$ cat config.mk
export PLATFORM = sky130hd
export DESIGN_NAME = angle_range_reducer
export DESIGN_NICKNAME = d
export VERILOG_FILES = /design/src/rtl/angle_range_reducer.sv
export SDC_FILE = /design/constraint.sdc
export NUM_CORES = 1
export LEC_CHECK = 0
export BUFFER_PORTS_ARGS = -buffer_cell sky130_fd_sc_hd__buf_4
export CORE_UTILIZATION = 45
export DETAILED_ROUTE_END_ITERATION = 8
export PLACE_DENSITY = 0.66
export SETUP_SLACK_MARGIN = 0.3
export SYNTH_ARGS = -nofsm -noshare
export SYNTH_HDL_FRONTEND = slang
export SYNTH_SLANG_ARGS = --single-unit
export TNS_END_PERCENT = 1
$ cat constraint.sdc
create_clock -name clk -period 9.4 [get_ports clk]
set_clock_uncertainty 0.05 [all_clocks]
set_input_delay 0.94 -clock clk [delete_from_list [all_inputs] [get_ports clk]]
set_output_delay 0.94 -clock clk [all_outputs]
set_load 0.03 [all_outputs]
$ cat src/rtl/angle_range_reducer.sv
// rtl/angle_range_reducer.sv - multi-turn angle reduction and quadrant fold for the CORDIC sin/cos core
//
// Ports:
//   clk            rising-edge clock
//   rst            synchronous active-high reset
//   In_angle       signed input angle, HALF_PI input LSBs per pi/2
//   In_valid       input valid
//   In_ready       high only while idle
//   Reduced_angle  signed folded angle in [-HALF_PI, +HALF_PI]
//   Quadrant       quadrant 0..3 of the angle normalized to [0, 2pi)
//   Cos_negate     caller negates the CORDIC cosine result when high
//   Out_valid      result valid
//   Out_ready      downstream accepts the result

module angle_range_reducer #(
    parameter int IN_W      = 24,
    parameter int OUT_W     = 16,
    parameter int HALF_PI   = 25736,
    parameter int RED_STEPS = 7
) (
    input  logic             clk,
    input  logic             rst,
    input  logic [IN_W-1:0]  In_angle,
    input  logic             In_valid,
    output logic             In_ready,
    output logic [OUT_W-1:0] Reduced_angle,
    output logic [1:0]       Quadrant,
    output logic             Cos_negate,
    output logic             Out_valid,
    input  logic             Out_ready
);

    // Working width: wide enough to hold TWO_PI shifted by the largest step
    // without losing bits, so the restoring compare is exact.
    localparam int CW = IN_W + RED_STEPS;
    localparam int KW = (RED_STEPS > 1) ? $clog2(RED_STEPS) : 1;

    localparam logic [CW-1:0] C_HALF_PI = CW'(HALF_PI);
    localparam logic [CW-1:0] C_PI      = CW'(2 * HALF_PI);
    localparam logic [CW-1:0] C_PI3_2   = CW'(3 * HALF_PI);
    localparam logic [CW-1:0] C_TWO_PI  = CW'(4 * HALF_PI);

    typedef enum logic [1:0] {
        S_IDLE   = 2'd0,
        S_REDUCE = 2'd1,
        S_FOLD   = 2'd2,
        S_DONE   = 2'd3
    } state_t;

    state_t r_state;
    state_t w_next_state;

    logic            r_sign;
    logic [IN_W-1:0] r_mag;
    logic [KW-1:0]   r_k;

    logic [IN_W-1:0]  w_abs;
    logic [CW-1:0]    w_mag_ext;
    logic [CW-1:0]    w_step;
    logic             w_ge;
    logic [CW-1:0]    w_r;
    logic [OUT_W-1:0] w_red;
    logic [1:0]       w_quad;
    logic             w_cneg;

    // Two's-complement magnitude; the most negative input maps to 2^(IN_W-1),
    // which still fits as an unsigned IN_W-bit value.
    assign w_abs     = In_angle[IN_W-1] ? (~In_angle + {{(IN_W-1){1'b0}}, 1'b1}) : In_angle;
    assign w_mag_ext = {{RED_STEPS{1'b0}}, r_mag};
    assign w_step    = C_TWO_PI << r_k;
    assign w_ge      = (w_mag_ext >= w_step);

    // Fold: negative angles map to TWO_PI - m, except that zero stays zero.
    // Differences are formed modulo 2^CW; the low OUT_W bits are the signed result.
    always_comb begin
        w_r    = (r_sign && (r_mag != '0)) ? (C_TWO_PI - w_mag_ext) : w_mag_ext;
        w_red  = '0;
        w_quad = 2'd0;
        w_cneg = 1'b0;
        if (w_r <= C_HALF_PI) begin
            w_red  = OUT_W'(w_r);
            w_quad = 2'd0;
            w_cneg = 1'b0;
        end else if (w_r <= C_PI) begin
            w_red  = OUT_W'(C_PI - w_r);
            w_quad = 2'd1;
            w_cneg = 1'b1;
        end else if (w_r <= C_PI3_2) begin
            w_red  = OUT_W'(C_PI - w_r);
            w_quad = 2'd2;
            w_cneg = 1'b1;
        end else begin
            w_red  = OUT_W'(w_r - C_TWO_PI);
            w_quad = 2'd3;
            w_cneg = 1'b0;
        end
    end

    // State register
    always_ff @(posedge clk) begin
        if (rst) begin
            r_state <= S_IDLE;
        end else begin
            r_state <= w_next_state;
        end
    end

    // Next-state logic
    always_comb begin
        w_next_state = r_state;
        case (r_state)
            S_IDLE:   if (In_valid) w_next_state = S_REDUCE;
            S_REDUCE: if (r_k == '0) w_next_state = S_FOLD;
            S_FOLD:   w_next_state = S_DONE;
            S_DONE:   if (Out_ready) w_next_state = S_IDLE;
            default:  w_next_state = S_IDLE;
        endcase
    end

    // Handshake outputs
    always_comb begin
        In_ready  = (r_state == S_IDLE);
        Out_valid = (r_state == S_DONE);
    end

    // Datapath registers
    always_ff @(posedge clk) begin
        if (rst) begin
            r_sign        <= 1'b0;
            r_mag         <= '0;
            r_k           <= '0;
            Reduced_angle <= '0;
            Quadrant      <= 2'd0;
            Cos_negate    <= 1'b0;
        end else begin
            case (r_state)
                S_IDLE: begin
                    if (In_valid) begin
                        r_sign <= In_angle[IN_W-1];
                        r_mag  <= w_abs;
                        r_k    <= KW'(RED_STEPS - 1);
                    end
                end
                S_REDUCE: begin
                    // Restoring step: subtract TWO_PI*2^k only when it does not underflow.
                    if (w_ge) begin
                        r_mag <= IN_W'(w_mag_ext - w_step);
                    end
                    if (r_k != '0) begin
                        r_k <= r_k - KW'(1);
                    end
                end
                S_FOLD: begin
                    Reduced_angle <= w_red;
                    Quadrant      <= w_quad;
                    Cos_negate    <= w_cneg;
                end
                default: begin
                end
            endcase
        end
    end

endmodule
# ---- After elaboration in Yosys (flattened, before gate mapping)
# Index checks and enable logic that the tools add are counted.
# Widths: inputs -> output; s select.
dict set report word_totals {
  ff_bits 49
  latchBits 0
  ramBits 0
  mem_bits_ro 0
  output_inout_bits 21
  memories 0
}
dict set report classes {
  n_addsub 6
  n_mul 0
  n_div 0
  order_cmp 4
  n_eq_ne 8
  n_shift 1
  muxes 21
  bitwise 1
  reduce_logical 10
}
# cell count
set ops {}
lappend ops {{$mux 24} 3}
lappend ops {{$mux 16} 3}
lappend ops {{$pmux 24 s2} 1}
lappend ops {{$ge 24x31->1} 1}
lappend ops {{$le 31x15->1 const B} 1}
lappend ops {{$le 31x16->1 const B} 1}
lappend ops {{$le 31x17->1 const B} 1}
lappend ops {{$mux 31} 1}
lappend ops {{$shl 17x3->31 const A} 1}
lappend ops {{$sub 17x24->25 const A} 1}
lappend ops {{$add 24x1->24 const B} 1}
lappend ops {{$not 24->24} 1}
lappend ops {{$reduce_bool 24->1} 1}
lappend ops {{$sub 24x24->24} 1}
lappend ops {{$sub 16x16->16 const A} 1}
lappend ops {{$sub 16x16->16 const B} 1}
lappend ops {{$mux 2} 5}
lappend ops {{$reduce_and 3->1} 3}
lappend ops {{$ne 2x2->1 const B} 4}
lappend ops {{$pmux 2 s4} 1}
lappend ops {{$mux 3} 2}
lappend ops {{$pmux 3 s2} 1}
lappend ops {{$eq 2x2->1 const B} 2}
lappend ops {{$mux 1} 4}
lappend ops {{9 further kinds} 9}

# ---- Logic depth before layout (Yosys ltp)
# Gate-level depths: netlist (run 1).
dict set report depth {
  word_depth 7
  ltp_mapped 19
  mapped_depth_nobuf 16
}

# ---- Worst setup path before layout (run 1)
# Ideal clock, no wire load.
dict set report synth_timing {
  path_type {reg2reg}
  from {register r_mag[0]}
  to {register Reduced_angle[5]}
  arrival_time_ns 3.770
  required_ns 9.264
  slack_ns 5.494
  stages_incl_launch_ff 15
  n_path_buf 3
  synth_period_minus_slack_ns 3.906
  cell_sequence {dfxtp_1 clkbuf_1 inv_1 ha_1 or4b_4 buf_6 a21o_1 a211oi_1 mux2i_1 o2111ai_1 a211oi_4 buf_2 o21ai_1 xnor2_1 a211oi_1}
}
dict set report synth_via {
  elab_chain_cells 7
  elab_cells_between_ends 12
  cone_classes {3 x add/sub; 3 x order compare; 4 x mux; 2 x reduce/logical}
}
# element line_no
set synth_lines {}
lappend synth_lines {{start, declared} 54} ;# logic [IN_W-1:0] r_mag;
lappend synth_lines {{start signal, assigned} 140} ;# r_mag <= w_abs;
lappend synth_lines {{start signal, assigned} 147} ;# r_mag <= IN_W'(w_mag_ext - w_step);
lappend synth_lines {{parallel branches: the longest is 2 deep, another holds $sub 17x24->25} n/a}
lappend synth_lines {{$mux 31 *} 76} ;# w_r = (r_sign && (r_mag != '0)) ? (C_TWO_PI - w_mag_ext) : w_mag_ext;
lappend synth_lines {{$le 31x17->1, or another cell as far along} 88} ;# end else if (w_r <= C_PI3_2) begin
lappend synth_lines {{$mux 16} 88}
lappend synth_lines {{$mux 16} 84} ;# end else if (w_r <= C_PI) begin
lappend synth_lines {{$mux 16 *} 80} ;# if (w_r <= C_HALF_PI) begin
lappend synth_lines {{end signal, assigned} 154} ;# Reduced_angle <= w_red;
lappend synth_lines {{end, declared} 26} ;# output logic [OUT_W-1:0] Reduced_angle,
# Mark *: on every way between the ends.
# A chain may end at the register's enable or synchronous reset.

# ---- Final worst setup path (run 1)
dict set report layout_timing {
  from {register r_mag[0]}
  to {register Reduced_angle[11]}
}
# The elaborated chain is that of the path after synthesis.

==> impl_metrics.toml, run 1 <==
[outcome]
status = "complete, no violations"

[global_route]
grt_max_degree = 52
grt-ovfl-total = 0
first_global_vias = 4498
grt_pass1_wl_mm = 22.6
grt_antenna_before_repair = 0
grt_util_all_layers_pct = 24.7

[clocking]
root_buffer = "clkbuf_8"
cts_resized = 0
post-cts-setup-buffer-count = 0
htreeDepth = 2
clock_latency_ps = 330
postCtsHoldBufs = 0
tritoncts = "done"
clock-sinks = 49
path_clk_slew_ps = 120
cts_buffer_depth = 2
cts_buffers = 5

[critical_path]
worstSetupStartpoint = "r_mag[0]$_SDFFE_PP0P_"
critPathRequiredTime_ps = 9600
rr_endpoint = "Reduced_angle[11]$_SDFFE_PP0P_"
worstSetupPathType = "flop to flop"
crit_path_max_fanout = 18
path_cells = "inv_1, ha_1, or4b_4, a21o_1, a211oi_1, mux2i_1, o2111ai_1, a211oi_4, o22ai_1, mux2_1, a21oi_1"
cp_top_family = "compound AO/OA/AOI/OAI gates"
slowest_delay_ps = 740
worst_setup_path_end_kind = "flop"
cp_data_arrival_time_ps = 4760
start_kind = "flop"
cp.buffers_inverters = 1
r2r_setup_slack_ps = 4850
rr_worst_depth = 11
cp_slowest_cell = "a211oi_4"
r2r_start = "r_mag[0]$_SDFFE_PP0P_"

[final_layout]
final_common_cell = "nor2_1"
final_cell_mix = "nor2_1, nand2_1, buf_4"
drive_gt1_share_pct = 12.8
nNetsFinal = 739
area_growth_pct = 10.2
diodes = 0

[power_and_ir_drop]
clkPwrFrac_pct = 6.9
p_int_uw = 925
switching_share_pct = 54.7
vdd_drop_max_v = 0.000179
power.leakage_uw = 0.00208
seq_power_share_pct = 18.7
pwr-share-comb_pct = 74.4
power_density_mw_per_mm2 = 376
total_power_uw = 2040
switchingPower_uw = 1120

[floorplanning]
rows = 37
initial_core_util_pct = 47.2
die_y_um = 107
die_area_mm2 = 0.0114
ios = 49
die_x_um = 107
core_area_mm2 = 0.0105

[sta]
rsz0062_at_grt = "false"
slew_violations = 0
fin_crit_ps = 4550
period_share_pct = 48.5
worst_slew_pin_slew_ps = 911
slew_headroom_pct = 39.2
tns_ps = 0
final-setup-viol-count = 0
fmax_mhz = 220
hold_viol_final = 0

[hold_path]
hold_class = "flop to flop"
worstHoldEndpoint = "Quadrant[0]$_SDFFE_PP0P_"
hold_start = "Quadrant[0]$_SDFFE_PP0P_"
holdPathStages = 2

[route]
routed_wl_mm = 13.7
ant_nets = 0
via_count = 4961
first_iter_violations = 408
first_pass_iters = 5
drc = 0
wl_per_cell_um = 16.8
route.detailed.vias_per_inst = 6.09

[synthesis]
synthArstFlopShare_pct = 0
yosysTopAreaCell = "dfxtp_1"
ys_ff_latch = 49
synth_cell_types = 75
ys.flop_type = "dfxtp_1"
synth.area.top_cells = "dfxtp_1, ha_1, xnor2_1"
synth_top_area_share_pct = 19.9
syn_inst = 653
yosysSeqAreaShare_pct = 19.9
avgSynthCellArea_um2 = 7.56
ys_warn_count = 0
synth_area_mm2 = 0.00494
synth-edff-count = 0
syn_nets = 714

[placed_design]
gp_congestion = 0.907
dp_hpwl_mm = 10.7
numPortBuffers = 48

[job]
max_cap_violations = 0
## worst max-delay path by stage
| stage | cells past startpoint | endpoint | slack (ps) |
|---|---|---|---|
| 2_1_floorplan | 14 | Reduced_angle[5]$_SDFFE_PP0P_ | 5490 |
| 3_3_place_gp | 11 | Reduced_angle[11]$_SDFFE_PP0P_ | 5080 |
| 3_5_place_dp | 11 | Reduced_angle[11]$_SDFFE_PP0P_ | 4910 |
| 4_1_cts | 11 | Reduced_angle[11]$_SDFFE_PP0P_ | 4870 |
| 5_1_grt | 11 | Reduced_angle[11]$_SDFFE_PP0P_ | 4470 |
| 6_report | 11 | Reduced_angle[11]$_SDFFE_PP0P_ | 4850 |
## power groups by stage
| stage | Clock [µW] | Sequential [µW] | Combinational (µW) |
|---|---|---|---|
| 6_report | 141 | 383 | 1520 |
| 5_1_grt | 149 | 395 | 1680 |
| 4_1_cts | 144 | 381 | 1500 |
| 3_5_place_dp | 0 | 386 | 1490 |
| 3_3_place_gp | 0 | 380 | 1480 |
| 2_1_floorplan | 0 | 375 | 1180 |
## state kept, by name, summed over array words and instances, names as in the netlist
register,flops
r_mag,24
Reduced_angle,16
r_k,3
Quadrant,2
r_state,2
Cos_negate,1
r_sign,1
## tightest hold or removal path, delay by kind of cell, from the launching register on
kind,cells,cell delay [ps]
compound gates,1,70
simple gates,1,50
flops,1,330
## cells by family (layout without fill, tap and decap cells)
| family | Yosys count | in the layout | synth area share [%] |
|---|---|---|---|
| compound gates | 200 | 200 | 28.9 |
| xor+xnor | 51 | 51 | 9.43 |
| fa+ha+maj | 33 | 33 | 8.37 |
| buf+inv | 63 | 89 | 5.27 |
| flops | 49 | 49 | 19.9 |
| mux | 9 | 9 | 1.85 |
| simple gates | 248 | 248 | 26.3 |
## routing by layer
| metal | part of all wire, % | track usage [%] | routed length (µm) |
|---|---|---|---|
| met1 | 49 | 34.5 | 6650 |
| met2 | 46 | 40.3 | 6290 |
| met3 | 4.1 | 2.61 | 566 |
| met4 | 1.1 | 5.97 | 155 |
| met5 | 0 | 0 | 0 |
## cell usage after synthesis, types with 8 or more instances
library cell	n
a211oi_1	27
ha_1	33
dfxtp_1	49
a21oi_1	39
o31ai_1	12
a21o_1	9
mux2i_1	8
o21ai_0	31
nor4_1	9
nor2_1	62
xnor2_1	28
clkbuf_1	27
nand2_1	59
or3_1	22
xor2_1	22
inv_1	28
nor3b_1	9
nand3_1	12
o211ai_1	16
nor3_1	17
## final cells by class
class / instances / area (µm²)
inverters: 30 / 113
clock inverters: 3 / 25.0
flip-flops and latches: 49 / 981
fillers: 1066 / 5020
repair buffers: 51 / 383
well taps: 136 / 170
clock buffers: 5 / 68.8
multi-input cells: 541 / 3700
## stage by stage
step           instances  setup WS [ps]  instance area (µm²)  util (%)  hold WS [ps]
3_5_place_dp         807           4910                 5350      51.1           423
5_1_grt              815           4470                 5440      52.0           461
4_1_cts              815           4870                 5440      52.0           439
2_1_floorplan        653           5490                 4940         -           403
3_3_place_gp         807           5080                 5350      51.1           416
6_report             815           4850                 5440      52.0           437
(Power assumes the default switching activity.)
==> run 2: changes to the inputs <==
--- a/config.mk
+++ b/config.mk
@@ -8,7 +8,7 @@
 export BUFFER_PORTS_ARGS = -buffer_cell sky130_fd_sc_hd__buf_4
 export CORE_UTILIZATION = 45
 export DETAILED_ROUTE_END_ITERATION = 8
-export PLACE_DENSITY = 0.66
+export PLACE_DENSITY = 0.69
 export SETUP_SLACK_MARGIN = 0.3
 export SYNTH_ARGS = -nofsm -noshare
 export SYNTH_HDL_FRONTEND = slang
==> constraint.sdc (replaced) <==
create_clock -name clk -period 3.69 [get_ports clk]
set_clock_uncertainty 0.05 [all_clocks]
set_input_delay 0.369 -clock clk [delete_from_list [all_inputs] [get_ports clk]]
set_output_delay 0.369 -clock clk [all_outputs]
set_load 0.03 [all_outputs]
==> run 2 against run 1 <==
  * Final cell count rose by 10%
  * Highest routed layer unchanged
  * First-iteration DRC count fell by 2.0%
  * Critical endpoint is now Reduced_angle[12]$_SDFFE_PP0P_
  * Die area did not move
  * Critical path depth rose by 3
  * Via count rose by 12%
  * Utilization rose by 11 points
==> impl_metrics.toml, run 2 (synthesis gave the netlist of run 1 again) <==
[placed_design]
numPortBuffers = 48
gp_congestion = 0.868
dp_hpwl_mm = 11.7

[floorplanning]
die_x_um = 107
ios = 49
die_y_um = 107
initial_core_util_pct = 47.2
rows = 37
die_area_mm2 = 0.0114
core_area_mm2 = 0.0105

[critical_path]
cp_data_arrival_time_ps = 3780
worstSetupPathType = "flop to flop"
worst_setup_path_end_kind = "flop"
critPathRequiredTime_ps = 3870
crit_path_max_fanout = 5
start_kind = "flop"

[clocking]
tritoncts = "done"
clock-sinks = 49
postCtsHoldBufs = 0
clock_latency_ps = 330
cts_buffer_depth = 2
cts_buffers = 5
path_clk_slew_ps = 100
root_buffer = "clkbuf_8"
htreeDepth = 2

[final_layout]
post-route-util_pct = 62.9
final_cell_mix = "buf_4, nor2_1, nand2_1"
final_common_cell = "buf_4"
nNetsFinal = 823
top_regs = "r_mag (24), Reduced_angle (16), r_k (3)"
largest_reg_flops = 24
area_growth_pct = 33.3
diodes = 0
regMostFlops = "r_mag"
drive_gt1_share_pct = 31.1

[sta]
final-setup-viol-count = 0
hold_viol_final = 0
hold_ws_ps = 269
fin_crit_ps = 3610
tns_ps = 0
slew_headroom_pct = 52.5
period_share_pct = 97.7
fmax_mhz = 277
slew_violations = 0
worst_slew_pin_slew_ps = 710
rsz0062_at_grt = "true"

[outcome]
status = "complete, no violations"

[route]
wl_per_cell_um = 17.9
first_pass_iters = 5
ant_nets = 0
via_count = 5535
routed_wl_mm = 16.1
drc = 0
first_iter_violations = 400
route.detailed.vias_per_inst = 6.16

[power_and_ir_drop]
pwr-share-comb_pct = 82.4
vdd_drop_max_v = 0.000408
switching_share_pct = 51.0
power.leakage_uw = 0.00264
seq_power_share_pct = 12.5
switchingPower_uw = 3500
p_int_uw = 3370
clkPwrFrac_pct = 5.1
power_density_mw_per_mm2 = 1040

[global_route]
grt_antenna_before_repair = 0
grt_util_all_layers_pct = 26.9
first_global_vias = 5204
grt_max_degree = 52
grt-ovfl-total = 0
grt_pass1_wl_mm = 24.7

[job]
max_cap_violations = 0

[hold_path]
hold_class = "input port to flop"
run 2: cell count changes in the layout (fill, tap and decap cells not counted), sizes merged:
| cell | before | now |
|---|---|---|
| buf | 51 | 134 |
| clkinv | 3 | 2 |
| inv | 29 | 30 |
| o21a | 7 | 8 |
run 2: per-layer routing:
layer	track usage [%]	vias up	share of wire, %
met2	47.7	233	49
met5	0	-	0
met3	3.83	57	5.6
li1	-	2638	-
met4	10.5	0	3.5
met1	32.6	2607	42
run 2: path summary, 6_finish.rpt:
path / cells past startpoint / from / slack (ps) / end
worst max-delay path: 14 / r_mag[17]$_SDFFE_PP0P_ / 80 / Reduced_angle[12]$_SDFFE_PP0P_
worst min-delay path: 3 / In_angle[0] / 270 / r_mag[0]$_SDFFE_PP0P_
worst max register to register: 14 / r_mag[17]$_SDFFE_PP0P_ / 80 / Reduced_angle[12]$_SDFFE_PP0P_
worst min register to register: 2 / Quadrant[0]$_SDFFE_PP0P_ / 440 / Quadrant[0]$_SDFFE_PP0P_
run 2: cell type report:
class / instances / area (µm²)
Inverter: 30 / 120
Multi-Input combinational cell: 542 / 4140
Clock inverter: 3 / 25.0
Sequential cell: 49 / 987
Fill cell: 884 / 3880
Tap cell: 136 / 170
Timing Repair Buffer: 134 / 1060
Clock buffer: 5 / 68.8
run 2: critical path, stage by stage, from the launching register on:
cell and delay [ps]:
dfxtp_1 440, or3_1 300, nor4_4 100, buf_4 140, buf_4 130, a21o_1 240, or4_4 570, a211oi_4 290
nand4_2 190, buf_6 200, o21ai_4 150, buf_6 160, a221oi_4 70, or3_1 400, o311ai_1 90
run 2: timing repair:
| item | 4_1_cts | 5_1_grt |
|---|---|---|
| pin swaps | 18 | 44 |
| resized for setup | 37 | 65 |
| buffers inserted | 13 | 6 |
| cloned | 1 | 1 |
| setup endpoints to repair | 36 | 37 |
run 2: stage by stage:
| stage | setup slack [ps] | cells | total power [µW] | area (µm²) |
|---|---|---|---|---|
| after floorplan | 71.0 | 653 | 4030 | 4990 |
| after global placement | 99.0 | 870 | 5370 | 5880 |
| after detailed placement | 28.1 | 870 | 5480 | 5880 |
| after CTS | 208 | 892 | 6210 | 6260 |
| after global routing | -90.9 | 899 | 7330 | 6580 |
| final | 84.4 | 899 | 6870 | 6580 |
run 2: power by group through the flow:
stage	Clock, µW	Sequential (µW)	Combinational [µW]
finish	353	858	5660
floorplan	0	958	3070
detailed placement	0	850	4630
CTS	357	843	5010
global placement	0	842	4520
global route	379	881	6070
